==> src/rtl/iter_alu.sv <==
// iter_alu: execution-stage ALU with single-cycle logic/arith ops and a
// WIDTH-cycle iterative shift-add multiplier. Option: ITER_ALU_MULT_HI_EN.
module iter_alu #(
    parameter int WIDTH = 32,
    parameter int CNT_W = 6
) (
    input  logic             clk_i,
    input  logic             rst_i,
    input  logic             start_i,
    input  logic [3:0]       ALUCtrl_i,
    input  logic [WIDTH-1:0] src1_i,
    input  logic [WIDTH-1:0] src2_i,
    output logic [WIDTH-1:0] result_o,
    output logic             zero_o,
    output logic             busy_o,
    output logic             done_o
`ifdef ITER_ALU_MULT_HI_EN
    ,
    output logic [WIDTH-1:0] hi_o
`endif
);

    localparam logic [3:0] OP_AND = 4'd0;
    localparam logic [3:0] OP_OR  = 4'd1;
    localparam logic [3:0] OP_ADD = 4'd2;
    localparam logic [3:0] OP_MUL = 4'd3;
    localparam logic [3:0] OP_SUB = 4'd6;
    localparam logic [3:0] OP_SLT = 4'd7;

    typedef enum logic [1:0] {
        IDLE,
        MUL,
        DONE
    } state_t;

    state_t             state;
    state_t             state_nxt;
    logic               accept;
    logic               is_mul;
    logic               last;
    logic               slt;
    logic [WIDTH-1:0]   alu_res;
    logic [WIDTH-1:0]   abs_a;
    logic [WIDTH-1:0]   abs_b;
    logic [CNT_W-1:0]   cnt;
    // Upper half accumulates, lower half holds the shifting multiplier.
    logic [2*WIDTH-1:0] acc;
    logic [2*WIDTH-1:0] acc_step;
    logic [WIDTH:0]     add_hi;
    logic [WIDTH-1:0]   mcand;
    logic               sign;
    logic [WIDTH-1:0]   prod_lo;

    assign is_mul = (ALUCtrl_i == OP_MUL);
    assign last   = (state == MUL) && (cnt == CNT_W'(1));
    assign slt    = $signed(src1_i) < $signed(src2_i);
    assign abs_a  = src1_i[WIDTH-1] ? (WIDTH'(0) - src1_i) : src1_i;
    assign abs_b  = src2_i[WIDTH-1] ? (WIDTH'(0) - src2_i) : src2_i;

    // One shift-add iteration; the carry lands in the top product bit.
    assign add_hi   = {1'b0, acc[2*WIDTH-1:WIDTH]}
                    + (acc[0] ? {1'b0, mcand} : {(WIDTH+1){1'b0}});
    assign acc_step = {add_hi, acc[WIDTH-1:1]};
    // Low half of a two's-complement negation depends only on low bits.
    assign prod_lo  = sign ? (WIDTH'(0) - acc_step[WIDTH-1:0])
                           : acc_step[WIDTH-1:0];

`ifdef ITER_ALU_MULT_HI_EN
    logic [2*WIDTH-1:0] prod;
    assign prod = sign ? ((2*WIDTH)'(0) - acc_step) : acc_step;
`endif

    // Single-cycle result for the currently presented code.
    always_comb begin
        alu_res = '0;
        case (ALUCtrl_i)
            OP_AND:  alu_res = src1_i & src2_i;
            OP_OR:   alu_res = src1_i | src2_i;
            OP_ADD:  alu_res = src1_i + src2_i;
            OP_SUB:  alu_res = src1_i - src2_i;
            OP_SLT:  alu_res = {{(WIDTH-1){1'b0}}, slt};
            default: alu_res = '0;
        endcase
    end

    // State register.
    always_ff @(posedge clk_i) begin
        if (rst_i) state <= IDLE;
        else       state <= state_nxt;
    end

    // Next state, handshake outputs and operation accept.
    always_comb begin
        state_nxt = state;
        busy_o    = 1'b0;
        done_o    = 1'b0;
        accept    = 1'b0;
        case (state)
            IDLE: begin
                accept = start_i;
            end
            MUL: begin
                busy_o = 1'b1;
                if (cnt == CNT_W'(1)) state_nxt = DONE;
            end
            DONE: begin
                done_o    = 1'b1;
                accept    = start_i;
                state_nxt = IDLE;
            end
            default: state_nxt = IDLE;
        endcase
        if (accept) state_nxt = is_mul ? MUL : DONE;
    end

    // Datapath: operand capture, iteration and result registers.
    always_ff @(posedge clk_i) begin
        if (rst_i) begin
            result_o <= '0;
            zero_o   <= 1'b1;
            cnt      <= '0;
            acc      <= '0;
            mcand    <= '0;
            sign     <= 1'b0;
`ifdef ITER_ALU_MULT_HI_EN
            hi_o     <= '0;
`endif
        end else if (accept) begin
            if (is_mul) begin
                acc   <= {{WIDTH{1'b0}}, abs_b};
                mcand <= abs_a;
                sign  <= src1_i[WIDTH-1] ^ src2_i[WIDTH-1];
                cnt   <= CNT_W'(WIDTH);
            end else begin
                result_o <= alu_res;
                zero_o   <= (alu_res == '0);
`ifdef ITER_ALU_MULT_HI_EN
                hi_o     <= '0;
`endif
            end
        end else if (state == MUL) begin
            acc <= acc_step;
            cnt <= cnt - CNT_W'(1);
            if (last) begin
                result_o <= prod_lo;
                zero_o   <= (prod_lo == '0);
`ifdef ITER_ALU_MULT_HI_EN
                hi_o     <= prod[2*WIDTH-1:WIDTH];
`endif
            end
        end
    end

endmodule

==> config.mk <==
export PLATFORM = sky130hd
export DESIGN_NAME = iter_alu
export DESIGN_NICKNAME = d
export VERILOG_FILES = /design/src/rtl/iter_alu.sv
export SDC_FILE = /design/constraint.sdc
export NUM_CORES = 1
export LEC_CHECK = 0
export CAP_MARGIN = 25
export CORE_ASPECT_RATIO = 1.5
export CORE_UTILIZATION = 60
export CTS_BUF_LIST = sky130_fd_sc_hd__clkbuf_4 sky130_fd_sc_hd__clkbuf_8
export CTS_CLUSTER_DIAMETER = 100
export DETAILED_ROUTE_END_ITERATION = 7
export PLACE_DENSITY = 0.82
export SETUP_SLACK_MARGIN = 0.5
export SLEW_MARGIN = 5
export SYNTH_ARGS = -nofsm -noshare
export SYNTH_HDL_FRONTEND = slang
export SYNTH_SLANG_ARGS = --single-unit
==> constraint.sdc <==
create_clock -name clk_i -period 4.5 [get_ports clk_i]
set_input_delay 0.9 -clock clk_i [delete_from_list [all_inputs] [get_ports clk_i]]
set_output_delay 0.9 -clock clk_i [all_outputs]
set_load 0.1 [all_outputs]
# ---- Word level (Yosys, flattened, before mapping)
# Index checks and enable logic that the tools add are counted.
dict set report word_totals {
  reg_bits 138
  out_inout_bits 35
}
dict set report classes {
  mux 26
  n_eq_ne 12
  n_reduce_logical 12
  magnitude_cmp 1
  n_addsub 7
  n_bitwise 3
}
# cell count
set op_table {}
lappend op_table {{2-to-1 mux 32 bit} 8}
lappend op_table {{2-to-1 mux 64 bit} 3}
lappend op_table {{case mux 32 bit (5 select lines)} 1}
lappend op_table {{subtractor 1 x 32 -> 32 bit (first input constant)} 3}
lappend op_table {{logical NOT 32 bit} 2}
lappend op_table {{adder 32 x 32 -> 33 bit} 1}
lappend op_table {{adder 32 bit} 1}
lappend op_table {{AND 32 bit} 1}
lappend op_table {{< comparator 32 bit} 1}
lappend op_table {{bitwise OR 32 bit} 1}
lappend op_table {{subtractor 32 bit} 1}
lappend op_table {{2-to-1 mux 6 bit} 3}
lappend op_table {{equality test 4 x 2 -> 1 bit (second input constant)} 2}
lappend op_table {{equality test 4 x 3 -> 1 bit (second input constant)} 2}
lappend op_table {{2-to-1 mux 1 bit} 7}
lappend op_table {{equality test 6 x 1 -> 1 bit (second input constant)} 1}
lappend op_table {{2-to-1 mux 2 bit} 3}
lappend op_table {{AND reduction 2 bit} 3}
lappend op_table {{subtractor 6 x 1 -> 6 bit (second input constant)} 1}
lappend op_table {{equality test 4 x 1 -> 1 bit (second input constant)} 1}
lappend op_table {{logical NOT 4 bit} 1}
lappend op_table {{inequality test 2 bit (second input constant)} 2}
lappend op_table {{case mux 2 bit (2 select lines)} 1}
lappend op_table {{nonzero test 2 bit} 2}
lappend op_table {{other kinds (9)} 9}

# ---- Longest topological paths before layout
# Gate-level depths: netlist of run 1.
dict set report depth {
  depth_word 8
  ltp_mapped 16
  depth_no_buf 16
}

# ---- Least setup slack after synthesis of run 1
# Ideal clock, no wire load.
dict set report synth_timing {
  path_kind {in2reg}
  from {input src2_i[6]}
  to {register zero_o}
  cell_stages 15
  arrival_time_ns 4.125
  t_required_ns 4.413
  path_slack_ns 0.288
  cell_sequence {inv_1 ha_1 buf_4 and3_1 or3b_1 a21o_1 a211o_1 a211oi_2 a22oi_1 o221ai_2 nor2_1 mux2_2 a211oi_1 or3b_1 o31ai_1}
}
dict set report synth_between {
  elab_chain_len 5
  elab_cells_between_ends 9
  cone_classes {add/sub: 2; order compare: 1; mux: 3; bitwise: 2; reduce/logical: 1}
}
# element line
set synth_lines {}
lappend synth_lines {{from (decl)} 12} ;# input logic [WIDTH-1:0] src2_i,
lappend synth_lines {{subtractor 32 bit, or another cell as far along} 80} ;# OP_SUB: alu_res = src1_i - src2_i;
lappend synth_lines {{case mux 32 bit (5 select lines) (*)} 76} ;# case (ALUCtrl_i)
lappend synth_lines {{logical NOT 32 bit (*)} 136} ;# zero_o <= (alu_res == '0);
lappend synth_lines {{2-to-1 mux 1 bit (*)} 129} ;# if (is_mul) begin
lappend synth_lines {{2-to-1 mux 1 bit (*)} 128} ;# end else if (accept) begin
lappend synth_lines {{to (signal assigned)} 136}
lappend synth_lines {{to (signal assigned)} 146} ;# zero_o <= (prod_lo == '0);
lappend synth_lines {{to (decl)} 14} ;# output logic zero_o,
# Mark *: on every way between the ends. The rest lies on a longest branch, timed or not. The select of a mux whose other input is x is not followed.
# A chain may end at the register's enable or synchronous reset.

# ---- Worst setup path after layout of run 1
dict set report layout_timing {
  from {input src2_i[0]}
  to {register zero_o}
}
# The elaborated chain is that of the path after synthesis.

==> impl_metrics.tcl, run 1 <==
set metrics [dict create \
    synth_area_mm2 0.01376 \
    slew_headroom_pct 31.41 \
    fmax_mhz 252.7 \
    routed_via_density 6.521 \
    synthAdderAreaFrac_pct 12.80 \
    endpoint "zero_o" \
    layout_common_cells "buf_4 (290), nor2_1 (189), a21oi_1 (171)" \
    max-clock-path-buffers 3 \
    power_mw 3.950 \
    dp_slack_ps -697.7 \
    fin_skew_ps 22.66 \
    grt_first_pass_wirelength_um 83530 \
    drt_iter0_drc 1633 \
    p_per_area_mw_per_mm2 218.3 \
    postPlaceCellArea_mm2 0.01684 \
    crit_type "input pin to flip-flop" \
    instances_no_fill 2478 \
    port_buffers 105 \
    nFillCells 1463 \
    syn-num-nets 2100 \
    wl_per_cell_um 22.00 \
    critPathRequiredTime_ps 4880 \
    syn_area_per_cell_um2 7.280 \
    cts_buffers 25 \
    slew_viol_final 0 \
    yosys.cell_types.count 79 \
    gp_congestion 1.049 \
    firstDrtPassIters 8 \
    critPathLaunchType "input pin" \
    r2r-start "acc[4]" \
    netlist_instances 1890 \
    hold_violations 0 \
    holdBufCountCts 0 \
    yosysWarnings 0 \
    synth-edff-count 0 \
    die_h_um 187.5 \
    htree_num_levels 4 \
    leakage_nw 7.948 \
    maxCapViolations 0 \
    ys_seq_elements 138 \
    yosysTopAreaCellShare_pct 20.08 \
    arrival_ps 4340 \
    core_area_mm2 0.02238 \
    final_area_mm2 0.01809 \
    cp_max_fo 2 \
    rr_worst_depth 11 \
    worst_slew_pin_slew_ps 1026 \
    synth_compound_area_share_pct 29.27 \
    r2r_end "zero_o" \
    grt_max_degree 80 \
    synth_top_family_by_area "compound AO/OA/AOI/OAI gates" \
    die_area_mm2 0.02355 \
    synth_top_area_cell "dfxtp_1" \
    ant_nets 0 \
    r2r_slack_ps 620 \
    io_pins 106 \
    layout_setup_ws_ps 543.3 \
    grt_overflow_total 0 \
    ir_worst_vdd_mv 0.1375 \
    grt_usage_pct 44.96 \
    violations "DRC" \
    drive_above_1_share_pct 22.22 \
    start_util_pct 61.47 \
    synthXorXnorAreaFrac_pct 8.912 \
    fin_crit_ps 3957 \
    final_common_cell "buf_4" \
    cts-root-buf "clkbuf_8" \
    muxShareOfSynthArea_pct 1.710 \
    grt_pass1_vias 16020 \
    cts_sinks 138 \
    fin_util_pct 80.83 \
    core.rowCount 67 \
    via_count 16160 \
    antenna_found_initial 1 \
    die_w_um 125.6 \
    clk_pin_slew_worst_paths_ps 70 \
    setup.worst_path.start "src2_i[0]" \
    fin_crit_sh_pct 87.93 \
    rsz0062_at_grt "yes" \
    dp_hpwl_um 41580 \
    placed_cells 2421 \
    cts_tree "built" \
    wl_um 54510 \
    hold_path_class "flip-flop to flip-flop" \
    setup_viol 0 \
    yosys.area_share.simple_pct 20.58 \
    end_kind "flip-flop" \
    synth_flop_cell "dfxtp_1" \
    async_reset_ff_share_pct 0 \
    worst_skew_pair.late_latency_ps 480 \
    synthTopCellsByArea "dfxtp_1 (20%), ha_1 (12%), a21oi_1 (6.5%), xnor2_1 (6.2%), nor2_1 (5.3%)" \
    areaGrowthSynthToFinish_pct 31.48 \
    ys_seq_area_share_pct 20.08 \
    status "finished with violations" \
    nNetsFinal 2409 \
    drc 4 \
]
-- worst max-delay path, cell delays in order --
cell and delay, ps:
clkdlybuf4s15_1 200, buf_6 130, ha_4 160, fa_2 390
or2_4 260, a221oi_2 260, o32ai_2 140, o211ai_1 290
o31ai_4 120, xnor2_1 150, a221o_1 330, nor4_2 320
nand3_1 140, nor4_2 170, nand4b_1 120, o31ai_1 250
-- cell usage after synthesis, types with 22 or more instances --
cell type / count
nor2_1: 193
a21oi_1: 180
nand2_1: 169
dfxtp_1: 138
ha_1: 136
inv_1: 119
clkbuf_1: 101
xnor2_1: 97
o21ai_0: 95
a211oi_1: 75
xor2_1: 43
nand3_1: 38
a21o_1: 37
and2_1: 35
nor3_1: 35
o31ai_1: 32
o211ai_1: 22
or3_1: 22
-- registers in the layout, summed over array words and instances, names as in the netlist --
register	cells
cnt	6
result_o	32
acc	64
zero_o	1
mcand	32
sign	1
state	2
-- timing repair --
action / CTS / global route
buffers inserted: 23 / 4
pin swaps: 33 / 32
gates resized for setup: 87 / 97
endpoints found under the setup margin: 23 / 17
-- power by group --
part | leakage, nW | switching, mW | internal, mW
logic | 6.63 | 0.985 | 0.678
clock network | 0.203 | 0.467 | 0.541
registers | 1.12 | 0.0276 | 1.25
-- worst min path at each step --
stage	endpoint	cells after the start	start	slack, ps
detailed placement	mcand[29]	2	mcand[29]	440
global placement	mcand[26]	2	mcand[26]	440
finish	result_o[16]	2	result_o[16]	450
CTS	mcand[29]	2	mcand[29]	450
floorplan	mcand[22]	2	mcand[22]	430
global route	result_o[16]	2	result_o[16]	480
-- routing by layer --
metal,global-route usage [%],routed length (µm)
met1,47.04,19130
met2,80.04,26390
met3,8.381,4635
met4,32.46,4349
met5,0,0
-- metrics by stage --
step	TNS (ps)	hold WS [ps]
after floorplan	0	427.3
after global placement	-2488	437.6
after detailed placement	-3022	442.7
after CTS	0	451.9
after global routing	0	477.8
final	0	453.3
-- kinds of logic after synthesis --
logic type	Yosys count
muxes	23
adders and majority gates	139
xor gates and xnor gates	140
buffers and inverters	239
and+or+nand+nor	601
AOI/OAI and AO/OA	610
DFF	138
-- cell type report --
type | count | area (µm²) | area share (%)
multi-input combinational | 1513 | 10820 | 59.81
sequential | 138 | 2764 | 15.28
antenna | 1 | 2.502 | 0.01383
inverter | 121 | 476.7 | 2.635
clock buffer | 28 | 379.1 | 2.096
timing repair buffer | 400 | 3298 | 18.23
clock inverter | 1 | 5.005 | 0.02766
tap | 276 | 345.3 | 1.909
Power figures use the tool's default switching activity.
==> run 2: changes to the inputs <==
Settings changed: ABC_CLOCK_PERIOD_IN_PS set to 4500, CELL_PAD_IN_SITES_DETAIL_PLACEMENT set to 0, CELL_PAD_IN_SITES_GLOBAL_PLACEMENT set to 2, CORE_ASPECT_RATIO 1.5 to 0.7, CORE_UTILIZATION 60 to 36, PLACE_DENSITY 0.82 to not set, PLACE_DENSITY_LB_ADDON set to 0.1.
==> run 2 against run 1 <==
Compared with the run above: the run still ends with DRC left; global-route usage decreased by 16 points; clock power decreased by 4%; die area increased by 66%; count of clock-buffer cells in the layout decreased by 6; sequential share of layout area decreased by 0.067 points; flip-flop and latch count unchanged; utilization decreased by 32 points; critical endpoint unchanged; largest power group unchanged.
==> impl_metrics.tcl, run 2 (synthesis gave the netlist of run 1 again) <==
set metrics [dict create \
    crit_type "input pin to flip-flop" \
    worst_slew_pin_slew_ps 992.4 \
    drt_iter0_drc 1221 \
    fin_skew_ps 17.85 \
    die_h_um 165.6 \
    grt_overflow_total 0 \
    layout_common_cells "buf_4 (273), nor2_1 (187), a21oi_1 (169)" \
    grt_max_degree 70 \
    endpoint "zero_o" \
    drive_above_1_share_pct 22.42 \
    via_count 15000 \
    fin_setup_tns_ps 0 \
    slew_headroom_pct 33.63 \
    core.rowCount 59 \
    setup.worst_path.start "src2_i[9]" \
    regMostFlops "acc" \
    violations "DRC" \
    start_util_pct 36.76 \
    io_pins 106 \
    instances_no_fill 2674 \
    critPathLaunchType "input pin" \
    p_per_area_mw_per_mm2 214.6 \
    r2r-start "acc[10]" \
    grt_first_pass_wirelength_um 86610 \
    fin_crit_ps 3982 \
    cp_max_fo 5 \
    core_area_mm2 0.03743 \
    fmax_mhz 251.1 \
    critPathRequiredTime_ps 4880 \
    ant_nets 0 \
    wl_per_cell_um 21.89 \
    nFillCells 3884 \
    dp_hpwl_um 46620 \
    routed_via_density 5.611 \
    max-clock-path-buffers 2 \
    wl_um 58540 \
    gp_congestion 0.9374 \
    rsz0062_at_grt "yes" \
    final_common_cell "buf_4" \
    fin_crit_sh_pct 88.49 \
    rr_worst_depth 10 \
    r2r_end "zero_o" \
    largest_reg_flops 64 \
    antenna_found_initial 1 \
    grt_usage_pct 29.39 \
    maxCapViolations 0 \
    setup_viol 0 \
    status "finished with violations" \
    hold_violations 0 \
    cts-root-buf "clkbuf_8" \
    cts_tree "built" \
    clk_pin_slew_worst_paths_ps 80 \
    whs_ps 454.1 \
    ir_worst_vdd_mv 0.1753 \
    regArea_mm2 0.002763 \
    port_buffers 105 \
    slew_viol_final 0 \
    leakage_nw 7.875 \
    antenna_cells 0 \
    nNetsFinal 2384 \
    cts_sinks 138 \
    die_w_um 235.7 \
    htree_num_levels 4 \
    largestRegisters "acc (64), mcand (32), result_o (32)" \
    worst_skew_pair.late_latency_ps 460 \
    multi_input_area_mm2 0.01082 \
    grt_pass1_vias 13910 \
    die_area_mm2 0.03902 \
    firstDrtPassIters 8 \
    drc 2 \
    r2r_slack_ps 750 \
    hold_path_class "flip-flop to flip-flop" \
    cts_buffers 17 \
    areaGrowthSynthToFinish_pct 32.00 \
    arrival_ps 4370 \
    placed_cells 2624 \
    power_mw 3.898 \
    end_kind "flip-flop" \
]
run 2: cell count changes in the layout (fill, tap and decap cells not counted), sizes merged:
cell           before  now
clkinv              1    6
dlygate4sd2         6    1
buf               297  285
dlymetal6s2s       11   17
clkdlybuf4s50      76   68
clkinvlp            0    2
clkbuf             34   33
diode               1    0
bufinv              0    1
clkdlybuf4s15       4    1
run 2: worst min path at each step:
stage | slack, ps | from | cells after the start | endpoint
after detailed placement | 450 | mcand[22] | 2 | mcand[22]
after global placement | 440 | mcand[26] | 2 | mcand[26]
after global routing | 480 | result_o[22] | 2 | result_o[22]
after floorplan | 430 | mcand[22] | 2 | mcand[22]
after CTS | 460 | result_o[13] | 2 | result_o[13]
final | 450 | result_o[13] | 2 | result_o[13]
run 2: area by class of cell:
| cell class | instances | area share (%) |
|---|---|---|
| multi-input cells | 1513 | 59.58 |
| repair buffers | 383 | 17.27 |
| flip-flops and latches | 138 | 15.21 |
| well taps | 488 | 3.362 |
| inverters | 121 | 2.638 |
| clock buffers | 22 | 1.529 |
| clock inverters | 9 | 0.4133 |
run 2: what timing repair did:
action	CTS	global route
resized for setup	87	134
hold buffers	0	0
buffers inserted	13	6
pin swaps	30	45
setup endpoints to repair	27	28
run 2: where the power goes:
| group | switching [mW] | total [mW] | internal [mW] |
|---|---|---|---|
| registers | 0.0291 | 1.28 | 1.25 |
| clock network | 0.500 | 0.966 | 0.466 |
| logic | 0.992 | 1.65 | 0.659 |
run 2: worst max-delay path, cell delays in order:
cell             delay [ps]
clkdlybuf4s50_1         490
inv_1                    60
ha_1                    310
buf_4                   150
inv_4                    80
nand2_1                  80
a31oi_1                 190
o21ai_2                 100
o31ai_1                 250
buf_4                   190
a31oi_4                 100
a21oi_2                 220
a21oi_2                  80
mux2_4                  300
a211oi_2                230
or3b_4                  420
o31ai_2                 210
run 2: stage by stage:
step	worst slack (ps)	utilization, %	cell area [µm²]
floorplan	465.6	-	13860
global placement	-371.7	45.48	17020
detailed placement	-547.4	45.48	17020
CTS	474.4	47.50	17780
global route	429.9	48.53	18160
finish	518.2	48.53	18160
run 2: layer usage:
| metal | global-route usage [%] | vias to the layer above | share of wire [%] |
|---|---|---|---|
| li1 | - | 7367 | - |
| met1 | 44.46 | 7167 | 51 |
| met2 | 44.51 | 431 | 42 |
| met3 | 3.391 | 37 | 5.2 |
| met4 | 5.288 | 2 | 1.4 |
| met5 | 0 | - | 0.015 |
==> run 3: changes to the inputs <==
Settings changed: PLACE_DENSITY set to 0.94, PLACE_DENSITY_LB_ADDON 0.1 to not set.
==> run 3 against run 2 <==
Compared with the run above: the run now ends clean; die area stayed put; non-clock buffer count fell by 5; clock skew about the same; sequential share of layout area rose by 0.086 points; final cell count decreased by 0.15%; worst setup slack got worse by 21 ps; fmax decreased by 0.53%; count of clock-buffer cells in the layout is 5 lower; first-iteration DRC count up 30%; via count is 2.2% higher; highest routed layer unchanged.
==> impl_metrics.tcl, run 3 (synthesis gave the netlist of run 1 again) <==
set metrics [dict create \
    status "completed" \
    postPlaceCellArea_mm2 0.01704 \
    largestRegisters "acc (64), mcand (32), result_o (32)" \
    wl_um 54700 \
    cts-root-buf "clkbuf_8" \
    grt_first_pass_wirelength_um 83100 \
    p_per_area_mw_per_mm2 217.8 \
    die_area_mm2 0.03902 \
    slew_headroom_pct 34.53 \
    start_util_pct 36.76 \
    fin_crit_sh_pct 88.95 \
    io_pins 106 \
    maxCapViolations 0 \
    fin_skew_ps 18.08 \
    core_area_mm2 0.03743 \
    firstDrtPassIters 5 \
    nNetsFinal 2379 \
    max-clock-path-buffers 2 \
    instances_no_fill 2670 \
    worst_skew_pair.late_latency_ps 470 \
    drc 0 \
    regMostFlops "acc" \
    cts_buffers 17 \
    crit_type "input pin to flip-flop" \
    routed_via_density 5.741 \
    cts_sinks 138 \
    holdBufCountCts 0 \
    via_count 15330 \
    die_h_um 165.6 \
    end_kind "flip-flop" \
    hold_violations 0 \
    dp_hpwl_um 43100 \
    grt_usage_pct 27.61 \
    power_mw 3.933 \
    grt_overflow_total 0 \
    leakage_nw 7.890 \
    placed_cells 2626 \
    fmax_mhz 249.8 \
    drt_iter0_drc 1586 \
    ant_nets 0 \
    final_common_cell "buf_4" \
    layout_common_cells "buf_4 (271), nor2_1 (190), a21oi_1 (174)" \
    htree_num_levels 4 \
    drive_above_1_share_pct 21.19 \
    cp_max_fo 3 \
    slew_viol_final 0 \
    clk_pin_slew_worst_paths_ps 90 \
    grt_pass1_vias 14060 \
    wl_per_cell_um 20.49 \
    fin_crit_ps 4003 \
    whs_ps 453.8 \
    ir_worst_vdd_mv 0.1618 \
    port_buffers 105 \
    rsz0062_at_grt "yes" \
    areaGrowthSynthToFinish_pct 31.25 \
    critPathLaunchType "input pin" \
    cts_tree "built" \
    setup_viol 0 \
    final_area_mm2 0.01806 \
    grt_max_degree 69 \
    arrival_ps 4400 \
    gp_congestion 1.002 \
    fin_setup_tns_ps 0 \
    largest_reg_flops 64 \
    hold_path_class "flip-flop to flip-flop" \
    core.rowCount 59 \
    worst_slew_pin_slew_ps 979.0 \
    die_w_um 235.7 \
    antenna_found_initial 1 \
    critPathRequiredTime_ps 4900 \
]
==> run 3: worst max-delay path: stages <==
cell,delay [ps]
buf_6,70
buf_6,110
inv_12,30
ha_4,270
and3_4,170
or3b_4,380
a21o_1,190
a211o_1,360
a211oi_2,340
a22oi_2,150
o221ai_2,190
nor2_1,70
mux2_4,280
a211oi_4,220
or3b_4,420
o31ai_4,230
==> run 3: routing by layer <==
layer  global-route usage (%)  up-vias  wire, µm  share of wire, %
li1                         -     7338         -                 -
met1                    41.74     7267     27280                50
met2                    38.85      671     21200                39
met3                    6.799       51      5497                10
met4                    5.080        2       707               1.3
met5                        0        -        11             0.020
==> run 3: area by class of cell <==
type | count | area [µm²]
inverters | 121 | 476.7
multi-input cells | 1513 | 10720
clock buffers | 17 | 234.0
well taps | 488 | 610.6
clock inverters | 13 | 146.4
diodes | 2 | 5.005
fillers | 3690 | 19370
repair buffers | 378 | 3100
flip-flops and latches | 138 | 2763
==> run 3: worst paths after layout <==
check | slack [ps] | to | cells after the start | from
worst max-delay path | 500 | zero_o | 16 | src1_i[6]
worst min-delay path | 450 | result_o[15] | 2 | result_o[15]
worst max register to register | 640 | zero_o | 10 | acc[10]
worst min register to register | 450 | result_o[15] | 2 | result_o[15]
==> run 3: where the power goes <==
group | internal, mW | total (mW) | switching (mW)
sequential | 1.25 | 1.28 | 0.0270
combinational | 0.648 | 1.61 | 0.967
clock | 0.492 | 1.04 | 0.549
==> run 3: metrics by stage <==
step,utilization [%],worst slack (ps)
2_1_floorplan,-,465.6
3_3_place_gp,45.52,-477.2
3_5_place_dp,45.52,-455.4
4_1_cts,47.14,467.2
5_1_grt,48.24,400.1
6_report,48.25,497.0
==> run 3: what timing repair did <==
item / 4_1_cts / 5_1_grt
pin swaps: 22 / 33
setup endpoints to repair: 24 / 24
resized for setup: 57 / 132
setup buffers: 6 / 6
